`config.mk`:
```
export PLATFORM = sky130hd
export DESIGN_NAME = bp_host_io_mmio_multi_flat
export DESIGN_NICKNAME = d
export VERILOG_FILES = /design/src/rtl/bp_host_io_mmio_multi_pkg.sv /design/src/rtl/bp_host_io_mmio_multi_if.sv /design/src/rtl/bp_host_io_mmio_multi_line_buffer.sv /design/src/rtl/bp_host_io_mmio_multi.sv /design/src/flat_wrapper.sv
export SDC_FILE = /design/constraint.sdc
export NUM_CORES = 2
export LEC_CHECK = 0
export CAP_MARGIN = 25
export CORE_MARGIN = 2
export CORE_UTILIZATION = 40
export DETAILED_ROUTE_END_ITERATION = 10
export PLACE_DENSITY = 0.63
export SETUP_SLACK_MARGIN = 0.1
export SYNTH_ARGS = -nofsm -noshare
export SYNTH_HDL_FRONTEND = slang
export SYNTH_SLANG_ARGS = --single-unit
export TNS_END_PERCENT = 10
```
`constraint.sdc`:
```
create_clock -name clk_i -period 7.55 [get_ports clk_i]
set_clock_uncertainty 0.2 [all_clocks]
set_input_delay 1.8875 -clock clk_i [delete_from_list [all_inputs] [get_ports clk_i]]
set_output_delay 1.8875 -clock clk_i [all_outputs]
set_load 0.02 [all_outputs]
```
`src/rtl/bp_host_io_mmio_multi_pkg.sv`:
```
// Shared types and constants for the host MMIO endpoint: command/response message layout,
// the decoded address map, the getchar-empty value and the console drain state encoding.
package bp_host_io_mmio_multi_pkg;

  localparam int paddr_width_p  = 40;
  localparam int data_width_p   = 64;
  localparam int num_core_def_p = 3;
  localparam int domain_width_p = 3;

  typedef struct packed {
    logic [3:0]               msg_type;
    logic [paddr_width_p-1:0] addr;
  } bp_io_hdr_s;

  typedef struct packed {
    bp_io_hdr_s              hdr;
    logic [data_width_p-1:0] data;
  } bp_io_msg_s;

  localparam int cce_mem_msg_width_lp = $bits(bp_io_msg_s);

  localparam logic [paddr_width_p-1:0] getchar_addr_gp = paddr_width_p'(32'h0010_0000);
  localparam logic [paddr_width_p-1:0] putchar_base_gp = paddr_width_p'(32'h0010_1000);
  localparam logic [paddr_width_p-1:0] finish_base_gp  = paddr_width_p'(32'h0010_2000);
  localparam logic [data_width_p-1:0]  getchar_empty_gp = '1;

  typedef enum logic {
    e_drain_idle,
    e_drain_burst
  } drain_state_e;

endpackage

```
`src/rtl/bp_host_io_mmio_multi_if.sv`:
```
// I/O command/response channel between a host-side master and the MMIO endpoint.
interface bp_host_io_mmio_multi_if;
  import bp_host_io_mmio_multi_pkg::*;

  bp_io_msg_s cmd;
  logic       cmd_v;
  logic       cmd_ready;
  bp_io_msg_s resp;
  logic       resp_v;
  logic       resp_yumi;

  modport master (output cmd, cmd_v, resp_yumi, input cmd_ready, resp, resp_v);
  modport slave  (input cmd, cmd_v, resp_yumi, output cmd_ready, resp, resp_v);
endinterface

```
`src/rtl/bp_host_io_mmio_multi_line_buffer.sv`:
```
// Byte FIFO with a sticky flush request: set by a newline push, by filling up, or externally
// while data remains; last_o marks the byte whose pop empties the buffer.
module bp_host_line_buffer #(
  parameter int els_p      = 64,
  parameter bit flush_en_p = 1'b1
) (
  input  logic       clk_i,
  input  logic       reset_n_i,
  input  logic       push_v_i,
  input  logic [7:0] push_data_i,
  input  logic       pop_i,
  input  logic       flush_set_i,
  input  logic       flush_clr_i,
  output logic [7:0] data_o,
  output logic       full_o,
  output logic       empty_o,
  output logic       last_o,
  output logic       flush_o
);
  localparam int ptr_w_lp = (els_p > 1) ? $clog2(els_p) : 1;

  logic [7:0]          mem_q [els_p];
  logic [ptr_w_lp-1:0] rd_q, rd_d, wr_q, wr_d;
  logic [ptr_w_lp:0]   cnt_q, cnt_d;
  logic                flush_q, flush_d, do_push, do_pop;

  assign full_o  = (cnt_q == (ptr_w_lp+1)'(els_p));
  assign empty_o = (cnt_q == '0);
  assign do_push = push_v_i & ~full_o;
  assign do_pop  = pop_i & ~empty_o;
  assign data_o  = mem_q[rd_q];
  // A byte pushed alongside the pop keeps the buffer occupied, so the popped byte is not last.
  assign last_o  = (cnt_q == (ptr_w_lp+1)'(1)) & ~do_push;
  assign flush_o = flush_q;

  always_comb begin
    rd_d    = rd_q + ptr_w_lp'(do_pop);
    wr_d    = wr_q + ptr_w_lp'(do_push);
    cnt_d   = cnt_q + (ptr_w_lp+1)'(do_push) - (ptr_w_lp+1)'(do_pop);
    flush_d = flush_en_p & ((flush_q & ~flush_clr_i)
            | (do_push & ((push_data_i == 8'h0A) | (cnt_d == (ptr_w_lp+1)'(els_p))))
            | (flush_set_i & (cnt_d != '0)));
  end

  always_ff @(posedge clk_i or negedge reset_n_i) begin
    if (!reset_n_i) begin
      rd_q    <= '0;
      wr_q    <= '0;
      cnt_q   <= '0;
      flush_q <= 1'b0;
    end else begin
      rd_q    <= rd_d;
      wr_q    <= wr_d;
      cnt_q   <= cnt_d;
      flush_q <= flush_d;
    end
  end

  always_ff @(posedge clk_i) begin
    if (do_push) mem_q[wr_q] <= push_data_i;
  end
endmodule

```
`src/rtl/bp_host_io_mmio_multi.sv`:
```
// Host MMIO endpoint: getchar from an RX stream, per-core line-buffered putchar drained
// round-robin to one TX stream, per-core finish/fail flags and an illegal-access counter.
module bp_host_io_mmio_multi
  import bp_host_io_mmio_multi_pkg::*;
#(
  parameter int num_core_p  = num_core_def_p,
  parameter int line_els_p  = 64,
  parameter int rx_els_p    = 16,
  parameter int cnt_width_p = 16,
  localparam int core_w_lp  = (num_core_p > 1) ? $clog2(num_core_p) : 1
) (
  input  logic                   clk_i,
  input  logic                   reset_n_i,
  bp_host_io_mmio_multi_if.slave io,
  input  logic [7:0]             rx_data_i,
  input  logic                   rx_v_i,
  output logic                   rx_ready_o,
  output logic [7:0]             tx_data_o,
  output logic [core_w_lp-1:0]   tx_core_id_o,
  output logic                   tx_last_o,
  output logic                   tx_v_o,
  input  logic                   tx_ready_i,
  output logic [num_core_p-1:0]  finish_o,
  output logic [num_core_p-1:0]  fail_o,
  output logic                   all_finished_o,
  output logic [cnt_width_p-1:0] illegal_cnt_o
);
  localparam logic [paddr_width_p-1:0] core_mask_lp =
    paddr_width_p'(((1 << core_w_lp) - 1) << 3);

  logic [paddr_width_p-1:0] addr, addr_base;
  logic [core_w_lp-1:0]     core_id;
  logic is_getchar, is_putchar, is_finish, is_bad, domain_ok, core_ok, accept;

  logic [num_core_p-1:0] lb_push, lb_pop, lb_full, lb_empty, lb_last, lb_flush;
  logic [num_core_p-1:0] lb_fin_set, lb_clr;
  logic [7:0]            lb_data [num_core_p];

  logic [7:0] rx_data;
  logic       rx_full, rx_empty, rx_pop, unused_rx_last, unused_rx_flush, unused_rx;

  bp_io_msg_s            resp_q, resp_d;
  logic                  resp_v_q;
  logic [num_core_p-1:0] finish_q, fail_q, finish_hit;
  logic                  all_finished_q;
  logic [cnt_width_p-1:0] ill_q;

  drain_state_e         state_q, state_d;
  logic [core_w_lp-1:0] grant_q, grant_d, rr_q, rr_d, pick;
  logic                 found;
  int                   idx;

  assign addr       = io.cmd.hdr.addr;
  assign core_id    = addr[3 +: core_w_lp];
  assign addr_base  = addr & ~core_mask_lp;
  assign domain_ok  = (addr[paddr_width_p-1 -: domain_width_p] == '0);
  assign core_ok    = ({1'b0, core_id} < (core_w_lp+1)'(num_core_p));
  assign is_getchar = domain_ok & (addr == getchar_addr_gp);
  assign is_putchar = domain_ok & core_ok & (addr_base == putchar_base_gp);
  assign is_finish  = domain_ok & core_ok & (addr_base == finish_base_gp);
  assign is_bad     = ~(is_getchar | is_putchar | is_finish);

  assign io.cmd_ready = (~resp_v_q | io.resp_yumi) & ~(is_putchar & lb_full[core_id]);
  assign accept       = io.cmd_v & io.cmd_ready;
  assign rx_pop       = accept & is_getchar & ~rx_empty;
  assign io.resp      = resp_q;
  assign io.resp_v    = resp_v_q;

  for (genvar c = 0; c < num_core_p; c++) begin : g_line
    assign lb_push[c]    = accept & is_putchar & (core_id == core_w_lp'(c));
    assign lb_fin_set[c] = accept & is_finish & (core_id == core_w_lp'(c));
    assign lb_pop[c]     = tx_v_o & tx_ready_i & (grant_q == core_w_lp'(c));
    assign finish_hit[c] = lb_fin_set[c];

    bp_host_line_buffer #(.els_p(line_els_p), .flush_en_p(1'b1)) u_lb (
      .clk_i(clk_i), .reset_n_i(reset_n_i),
      .push_v_i(lb_push[c]), .push_data_i(io.cmd.data[7:0]), .pop_i(lb_pop[c]),
      .flush_set_i(lb_fin_set[c]), .flush_clr_i(lb_clr[c]),
      .data_o(lb_data[c]), .full_o(lb_full[c]), .empty_o(lb_empty[c]),
      .last_o(lb_last[c]), .flush_o(lb_flush[c])
    );
  end

  bp_host_line_buffer #(.els_p(rx_els_p), .flush_en_p(1'b0)) u_rx (
    .clk_i(clk_i), .reset_n_i(reset_n_i),
    .push_v_i(rx_v_i & rx_ready_o), .push_data_i(rx_data_i), .pop_i(rx_pop),
    .flush_set_i(1'b0), .flush_clr_i(1'b0),
    .data_o(rx_data), .full_o(rx_full), .empty_o(rx_empty),
    .last_o(unused_rx_last), .flush_o(unused_rx_flush)
  );
  assign unused_rx  = unused_rx_last ^ unused_rx_flush;
  assign rx_ready_o = ~rx_full;

  always_comb begin
    resp_d     = '0;
    resp_d.hdr = io.cmd.hdr;
    if (is_getchar) resp_d.data = rx_empty ? getchar_empty_gp : {56'd0, rx_data};
  end

  always_ff @(posedge clk_i or negedge reset_n_i) begin
    if (!reset_n_i) begin
      resp_v_q       <= 1'b0;
      resp_q         <= '0;
      finish_q       <= '0;
      fail_q         <= '0;
      all_finished_q <= 1'b0;
      ill_q          <= '0;
    end else begin
      if (accept) begin
        resp_v_q <= 1'b1;
        resp_q   <= resp_d;
      end else if (io.resp_yumi) begin
        resp_v_q <= 1'b0;
      end
      finish_q       <= finish_q | finish_hit;
      fail_q         <= fail_q | (finish_hit & {num_core_p{io.cmd.data[7:0] != 8'h00}});
      all_finished_q <= (&finish_q) & (&lb_empty) & (state_q == e_drain_idle);
      if (accept & is_bad & ~(&ill_q)) ill_q <= ill_q + 1'b1;
    end
  end

  // Drain arbiter: pick the first flushing core at or after rr, then stream it until empty.
  always_comb begin
    state_d = state_q;
    grant_d = grant_q;
    rr_d    = rr_q;
    tx_v_o  = 1'b0;
    lb_clr  = '0;
    pick    = '0;
    found   = 1'b0;
    idx     = 0;
    for (int i = 0; i < num_core_p; i++) begin
      idx = (int'(rr_q) + i) % num_core_p;
      if (!found && lb_flush[idx]) begin
        found = 1'b1;
        pick  = core_w_lp'(idx);
      end
    end
    case (state_q)
      e_drain_idle: begin
        if (found) begin
          state_d = e_drain_burst;
          grant_d = pick;
          rr_d    = (int'(pick) == num_core_p - 1) ? '0 : pick + 1'b1;
        end
      end
      e_drain_burst: begin
        tx_v_o = 1'b1;
        if (tx_ready_i && lb_last[grant_q]) begin
          state_d         = e_drain_idle;
          lb_clr[grant_q] = 1'b1;
        end
      end
      default: state_d = e_drain_idle;
    endcase
  end

  always_ff @(posedge clk_i or negedge reset_n_i) begin
    if (!reset_n_i) begin
      state_q <= e_drain_idle;
      grant_q <= '0;
      rr_q    <= '0;
    end else begin
      state_q <= state_d;
      grant_q <= grant_d;
      rr_q    <= rr_d;
    end
  end

  assign tx_data_o      = tx_v_o ? lb_data[grant_q] : 8'h00;
  assign tx_core_id_o   = tx_v_o ? grant_q : '0;
  assign tx_last_o      = tx_v_o & lb_last[grant_q];
  assign finish_o       = finish_q;
  assign fail_o         = fail_q;
  assign all_finished_o = all_finished_q;
  assign illegal_cnt_o  = ill_q;
endmodule

```
`src/flat_wrapper.sv`:
```
// flat-port wrapper written by rule: the top's interface ports become plain ports
module bp_host_io_mmio_multi_flat import bp_host_io_mmio_multi_pkg::*;
#(
  parameter int num_core_p  = num_core_def_p,
  parameter int line_els_p  = 64,
  parameter int rx_els_p    = 16,
  parameter int cnt_width_p = 16,
  localparam int core_w_lp  = (num_core_p > 1) ? $clog2(num_core_p) : 1
)
  (clk_i, reset_n_i, rx_data_i, rx_v_i, rx_ready_o, tx_data_o, tx_core_id_o, tx_last_o, tx_v_o, tx_ready_i, finish_o, fail_o, all_finished_o, illegal_cnt_o, io_cmd, io_cmd_v, io_resp_yumi, io_cmd_ready, io_resp, io_resp_v);
  bp_host_io_mmio_multi_if io_i ();
  input  logic clk_i;
  input  logic reset_n_i;
  input  logic [7:0] rx_data_i;
  input  logic rx_v_i;
  output logic rx_ready_o;
  output logic [7:0] tx_data_o;
  output logic [core_w_lp-1:0] tx_core_id_o;
  output logic tx_last_o;
  output logic tx_v_o;
  input  logic tx_ready_i;
  output logic [num_core_p-1:0] finish_o;
  output logic [num_core_p-1:0] fail_o;
  output logic all_finished_o;
  output logic [cnt_width_p-1:0] illegal_cnt_o;
  input wire logic [$bits(io_i.cmd)-1:0] io_cmd;
  input wire logic [$bits(io_i.cmd_v)-1:0] io_cmd_v;
  input wire logic [$bits(io_i.resp_yumi)-1:0] io_resp_yumi;
  output wire logic [$bits(io_i.cmd_ready)-1:0] io_cmd_ready;
  output wire logic [$bits(io_i.resp)-1:0] io_resp;
  output wire logic [$bits(io_i.resp_v)-1:0] io_resp_v;
  assign io_i.cmd = io_cmd;
  assign io_i.cmd_v = io_cmd_v;
  assign io_i.resp_yumi = io_resp_yumi;
  assign io_cmd_ready = io_i.cmd_ready;
  assign io_resp = io_i.resp;
  assign io_resp_v = io_i.resp_v;
  bp_host_io_mmio_multi #(.num_core_p(num_core_p), .line_els_p(line_els_p), .rx_els_p(rx_els_p), .cnt_width_p(cnt_width_p)) u_core (.clk_i(clk_i), .reset_n_i(reset_n_i), .io(io_i), .rx_data_i(rx_data_i), .rx_v_i(rx_v_i), .rx_ready_o(rx_ready_o), .tx_data_o(tx_data_o), .tx_core_id_o(tx_core_id_o), .tx_last_o(tx_last_o), .tx_v_o(tx_v_o), .tx_ready_i(tx_ready_i), .finish_o(finish_o), .fail_o(fail_o), .all_finished_o(all_finished_o), .illegal_cnt_o(illegal_cnt_o));
endmodule
```
# Yosys cells after proc, flatten, opt, wreduce, memory -nomap -nowiden
# Memories as Yosys holds them, arrays and structs flattened.
# Index checks and enable logic that the tools add are counted.
# W data, S select, Z words.
[word_totals]
wordCells = 229
ram_bits = 1664
memories = 4
ff_bits = 210
output_inout_bits = 146
inputBits = 122
[memory_table]
columns = ["memory", "depth", "word_bits", "rd", "rd_clocked_by_memory_dff", "write_ports", "line_no", "text"]
rows = [
  ["u_core.g_line[0].u_lb.mem_q", 64, 8, 1, 0, 1, "bp_host_io_mmio_multi_line_buffer.sv:22", "logic [7:0] mem_q [els_p];"],
  ["u_core.g_line[1].u_lb.mem_q", 64, 8, 1, 0, 1, "bp_host_io_mmio_multi_line_buffer.sv:22", ""],
  ["u_core.g_line[2].u_lb.mem_q", 64, 8, 1, 0, 1, "bp_host_io_mmio_multi_line_buffer.sv:22", ""],
  ["u_core.u_rx.mem_q", 16, 8, 1, 0, 1, "bp_host_io_mmio_multi_line_buffer.sv:22", ""],
]
[op_classes]
mux = 45
eq_ne = 19
div = 3
n_reduce_logical = 22
n_bitwise = 82
addsub = 20
n_lt_le_gt_ge = 8
[ops]
columns = ["operator", "count"]
rows = [
  ["$mux W64", 2],
  ["$lt A32 B4 Y1 const B", 3],
  ["$eq A38 B19 Y1 const B", 2],
  ["$mod A32 B3 Y32 const B", 2],
  ["$and A1 B1 Y1", 47],
  ["$eq A7 B7 Y1 const B", 6],
  ["$eq A40 B21 Y1 const B", 1],
  ["$add A6 B1 Y6", 6],
  ["$mod A3 B3 Y32 const B", 1],
  ["$mux W1", 25],
  ["$mux W8", 3],
  ["$add A7 B1 Y7", 3],
  ["$eq A7 B1 Y1 const B", 3],
  ["$logic_not A7 Y1", 3],
  ["$reduce_bool A7 Y1", 3],
  ["$sub A7 B1 Y7", 3],
  ["$not A1 Y1", 19],
  ["$add A16 B1 Y16 const B", 1],
  ["$bmux W8 S2", 1],
  ["$reduce_and A16 Y1", 1],
  ["$or A1 B1 Y1", 12],
  ["$bmux W1 S2", 5],
  ["$mux W2", 5],
  ["$add A4 B1 Y4", 2],
  ["28 further kinds", 40],
]

# Longest topological paths before layout
[depth]
depth_word = 21
mapped_depth = 20
depth_no_buf = 18

# Modules after synthesis
# A second synthesis with hierarchy kept.
[unflattened]
hier_cells = 3838
area_unflattened_um2 = 73436.7
[modules_own_cells]
columns = ["module", "instances", "seq_area_each_um2", "cells_each", "area_per_inst_um2"]
rows = [
  ["bp_host_line_buffer (u_core.g_line[0].u_lb ...)", 2, 15875.2, 1050, 21051.4],
  ["bp_host_line_buffer (u_core.g_line[2].u_lb)", 1, 15875.2, 1041, 21066.5],
  ["bp_host_line_buffer (u_core.u_rx)", 1, 4169.0, 279, 5684.2],
  ["bp_host_io_mmio_multi", 1, 2052.0, 418, 4583.1],
]

# Worst setup path after synthesis
# OpenSTA, ideal clock, no wires.
[synth_timing]
path_kind = "input port to output port"
startpoint = "input io_resp_yumi"
endpoint = "output tx_last_o"
n_path_buf = 0
cell_stages = 8
t_required_ps = 5463
path_slack_ps = 2161
arrival_time_ps = 3302
cell_sequence = "or2b_2 -> nand3_1 -> nor2_1 -> nand3_1 -> inv_1 -> or3_1 -> o211a_1 -> nor2_1"
[synth_between]
elab_chain_cells = 11
word_cells_on_any_way = 19
classes_between = "2 x mux; 17 x bitwise"
[synth_rtl]
columns = ["element", "line_no", "text"]
rows = [
  ["from (decl)", "flat_wrapper.sv:28", "input wire logic [$bits(io_i.resp_yumi)-1:0] io_resp_yumi;"],
  ["$or A1 B1 Y1 *", "bp_host_io_mmio_multi.sv:63", "assign io.cmd_ready = (~resp_v_q | io.resp_yumi) & ~(is_putchar & lb_full[core_id]);"],
  ["$and A1 B1 Y1 *", "bp_host_io_mmio_multi.sv:63", ""],
  ["$and A1 B1 Y1 *", "bp_host_io_mmio_multi.sv:64", "assign accept = io.cmd_v & io.cmd_ready;"],
  ["$and A1 B1 Y1 *", "bp_host_io_mmio_multi.sv:70", "assign lb_push[c] = accept & is_putchar & (core_id == core_w_lp'(c));"],
  ["$and A1 B1 Y1", "bp_host_io_mmio_multi.sv:70", ""],
  ["$and A1 B1 Y1", "bp_host_io_mmio_multi_line_buffer.sv:29", "assign do_push = push_v_i & ~full_o;"],
  ["$not A1 Y1", "bp_host_io_mmio_multi_line_buffer.sv:33", "assign last_o = (cnt_q == (ptr_w_lp+1)'(1)) & ~do_push;"],
  ["$and A1 B1 Y1", "bp_host_io_mmio_multi_line_buffer.sv:33", ""],
  ["$bmux W1 S2 *", "bp_host_io_mmio_multi.sv:172", "assign tx_last_o = tx_v_o & lb_last[grant_q];"],
  ["$mux W1 (not written as such) *", "bp_host_io_mmio_multi.sv:172", ""],
  ["$and A1 B1 Y1 *", "bp_host_io_mmio_multi.sv:172", ""],
  ["to (decl)", "flat_wrapper.sv:19", "output logic tx_last_o;"],
]
# Mark *: on every way between the ends. The rest lies on a longest branch, timed or not. The select of a mux whose other input is x is not followed.

# Worst setup path after layout
[layout_timing]
startpoint = "register u_core.g_line[0].u_lb.rd_q[0]"
endpoint = "output tx_data_o[2]"
[layout_between]
elab_chain_cells = 5
[layout_rtl]
columns = ["element", "line_no", "text"]
rows = [
  ["from (decl)", "bp_host_io_mmio_multi_line_buffer.sv:23", "logic [ptr_w_lp-1:0] rd_q, rd_d, wr_q, wr_d;"],
  ["from (signal assigned)", "bp_host_io_mmio_multi_line_buffer.sv:52", "rd_q <= rd_d;"],
  ["$mem_v2 Z64 W8", "--", ""],
  ["$bmux W8 S2", "bp_host_io_mmio_multi.sv:170", "assign tx_data_o = tx_v_o ? lb_data[grant_q] : 8'h00;"],
  ["$mux W8 (not written as such) (2 in a row)", "bp_host_io_mmio_multi.sv:170", ""],
  ["$mux W8", "bp_host_io_mmio_multi.sv:170", ""],
  ["to (decl)", "flat_wrapper.sv:17", "output logic [7:0] tx_data_o;"],
]
# Every way passes these cells. The select of a mux whose other input is x is not followed.

==> impl_metrics.toml <==
[status]
outcome = "complete, no violations"

[worst_hold_path]
min_to = "u_core.fail_o[0]$_DFF_PN0_"
hp-start = "u_core.fail_o[0]$_DFF_PN0_"
hold_depth = 2
hp-class = "flop to flop"

[grt]
grt_antenna_before_repair = 2
grt_use_total_pct = 18.1
grt_pass1_wl_um = 249000
grt_pass1_vias = 36800
grt_max_degree = 112
overflow = 0

[placed_design]
dp_slack_ns = 0.469
io_buffers = 211
dp_hpwl_um = 105000
gp_congestion = 0.799

[routing]
vias_per_cell = 5.54
vias = 36500
detail-route-antenna-nets = 0
drt-pass1-iter-count = 6
route.detailed.drc = 0
wl_per_cell_um = 25.7
drt-total-wl_um = 170000
drt_iter0_markers = 3393

[finish]
antenna_cells = 0
fin_nets = 4250
syn2layout_area_growth_pct = 14.6
drive_gt1_share_pct = 20.4

[yosys]
synth_edf_count = 1664
synthFlopType = "edfxtp_1"
syn-mean-instance-area_sq_um = 19.1
ys_seq_area_share_pct = 74.1
synth_area_sq_um = 72700
synth-compound-area-share_pct = 3.54
syn_inst = 3797
syn_nets = 3975
yosys.area_share.adder_pct = 1.02
synthXorXnorAreaFrac_pct = 0.735
synth_top_family_by_area = "multiplexers"
ys_ff_latch = 1819
muxShareOfSynthArea_pct = 14.4
synthArstFlopShare_pct = 8.52
synth_simple_gate_area_share_pct = 4.01
yosysWarnings = 0
ys_types = 84

[worst_setup_path]
worstReg2RegEnd = "u_core.g_line[2].u_lb.flush_o$_DFF_PN0_"
path_class = "flop to output port"
cp-startpoint = "u_core.g_line[0].u_lb.rd_q[0]$_DFF_PN0_"
required_ns = 5.46
end_kind = "output port"
arrival_ns = 5.02
cp_max_fo = 33
reg2reg_slack_ns = 2.97
crit_path_start_kind = "flop"
timing.rr.start = "u_core.g_line[2].u_lb.cnt_q[2]$_DFF_PN0_"
r2r_cells = 19

[cts]
postCtsSetupRepairBufs = 0
cts_resized = 0
cts-buffers-inserted = 180
htreeDepth = 4
cts-root-buf = "clkbuf_16"
cts_sinks = 1819
clkLatencyLatePin_ns = 0.80
path_clk_slew_ns = 0.06
cts_tree = "yes"
cts_hold_buffers = 0
clk_path_buf_depth = 3

[floorplanning]
io_pins = 268
die-width_um = 430
die_area_sq_um = 185000
die_y_um = 430
initial_core_util_pct = 40.2
rows = 156
core-area_sq_um = 181000

[sta]
tightest_slew_ns = 1.01
finalSetupTns_ns = 0
worst_slack_ns = 0.443
setup_viol = 0
final_hold_viol_count = 0
rsz0062_at_grt = "no"
period_needed_ns = 7.11
maxSlewHeadroom_pct = 32.5
maxSlewViolCount = 0
clock.fmax_mhz = 141
finalCritPeriodShare_pct = 94.1

[run]
drv_cap = 0

[power]
ir_drop_v = 0.000243
p_per_area_nw_per_um2 = 283
leakagePower_nw = 26.3
## kinds of logic after synthesis
group	after synthesis
muxes	582
DFF	1819
buffers and inverters	312
AOI/OAI and AO/OA	377
adders and majority gates	57
and+or+nand+nor	589
xor gates and xnor gates	61
## cell usage in the layout (no fill, tap or decap), types with 29 or more instances in the layout
| cell | synthesis | layout |
|---|---|---|
| a21oi_1 | 73 | 73 |
| a22oi_1 | 38 | 38 |
| buf_4 | 68 | 124 |
| clkbuf_1 | 72 | 43 |
| clkbuf_16 | 0 | 187 |
| clkdlybuf4s50_1 | 0 | 202 |
| clkinv_1 | 2 | 49 |
| dfrtp_1 | 155 | 146 |
| edfxtp_1 | 1664 | 1664 |
| ha_1 | 52 | 52 |
| inv_1 | 56 | 56 |
| mux2_2 | 52 | 52 |
| mux2i_1 | 164 | 164 |
| mux4_2 | 366 | 366 |
| nand2_1 | 83 | 83 |
| nand3_1 | 37 | 37 |
| nor2_1 | 265 | 264 |
| nor3_1 | 34 | 34 |
| o21ai_0 | 63 | 63 |
| o221ai_1 | 31 | 31 |
| o22ai_1 | 39 | 39 |
| xnor2_1 | 32 | 32 |
| xor2_1 | 29 | 29 |
## Yosys cell counts (10+ instances only)
library cell     n  area (sq um)
mux2i_1        164          1640
buf_2           69           345
a21oi_1         73           365
ha_1            52           651
buf_1           35           131
nand3_1         37           185
nand2_1         83           312
mux2_2          52           586
clkbuf_1        72           270
a22o_1          13           114
nand3b_1        19           143
nor2b_1         12          75.1
o22ai_1         39           244
a221oi_1        15           131
o221ai_1        31           272
inv_1           56           210
buf_4           68           510
a21o_1          10          75.1
edfxtp_1      1664         50000
nor2_2          10          62.6
mux4_2         366          8240
or3_1           11          68.8
nor2_1         265           995
nand2b_1        18           113
a211oi_1        27           203
a2111oi_0       13           114
nor3_1          34           170
o21ai_0         63           315
xor2_1          29           254
nor4_1          12          75.1
and2_1          20           125
xnor2_1         32           280
nand4_1         12          75.1
a22oi_1         38           285
dfrtp_1        155          3880
## worst max-delay path, stage by stage (launching register included)
cell and delay, ns:
dfrtp_4 0.87, buf_12 0.33, mux4_2 0.58, and2_1 0.18, a211oi_1 0.47, nor3_1 0.17
a22oi_1 0.47, a31oi_1 0.41, clkdlybuf4s50_1 0.65
## metrics by stage
stage	area [sq um]	util, %	hold slack [ns]	power [mW]	instances
final	83300	46.1	0.274	23.5	6593
after global routing	83300	46.1	0.306	24.3	6593
after CTS	83300	46.1	0.277	23.7	6592
after detailed placement	77600	43.0	0.262	15.1	6259
after global placement	77600	43.0	0.260	15.1	6259
after floorplan	72700	-	0.273	13.5	3797
## cell type report
class	instances	area [sq um]
Clock buffer	235	4910
Fill cell	15000	97300
Sequential cell	1819	53900
Inverter	59	221
Multi-Input combinational cell	1666	17200
Clock inverter	98	787
Tap cell	2370	2970
Timing Repair Buffer	346	3280
## sequential cells by signal (all words and copies together), names as in the netlist, 2 cells and up
register,count
u_core.illegal_cnt_o,16
u_core.io.resp,53
u_core.g_line.u_lb.flush_o,3
u_core.rr_q,2
u_core.u_rx.mem_q,128
u_core.g_line.u_lb.cnt_q,21
u_core.g_line.u_lb.wr_q,18
u_core.finish_o,3
u_core.g_line.u_lb.rd_q,18
u_core.u_rx.cnt_q,5
u_core.grant_q,2
u_core.fail_o,3
u_core.g_line.u_lb.mem_q,1536
u_core.u_rx.wr_q,4
u_core.u_rx.rd_q,4
## layer usage
| layer | wire length (um) | vias to the layer above | global-route usage, % |
|---|---|---|---|
| met4 | 3890 | 2 | 5.10 |
| met1 | 72100 | 19300 | 25.1 |
| li1 | - | 15900 | - |
| met3 | 9410 | 251 | 2.82 |
| met2 | 84100 | 1105 | 29.8 |
| met5 | 13 | - | 0 |
## report_power, final
| group | switching [mW] | internal [mW] |
|---|---|---|
| combinational | 1.94 | 1.43 |
| clock | 3.73 | 4.95 |
| sequential | 0.285 | 11.2 |
## worst max-delay path by stage
| stage | endpoint | slack, ns | cells past startpoint |
|---|---|---|---|
| floorplan | tx_last_o | 2.16 | 8 |
| global placement | tx_last_o | 0.49 | 11 |
| detailed placement | tx_last_o | 0.47 | 11 |
| CTS | tx_data_o[1] | 0.31 | 8 |
| global route | tx_data_o[2] | 0.25 | 8 |
| finish | tx_data_o[2] | 0.44 | 8 |
Power figures use the tool's default switching activity.
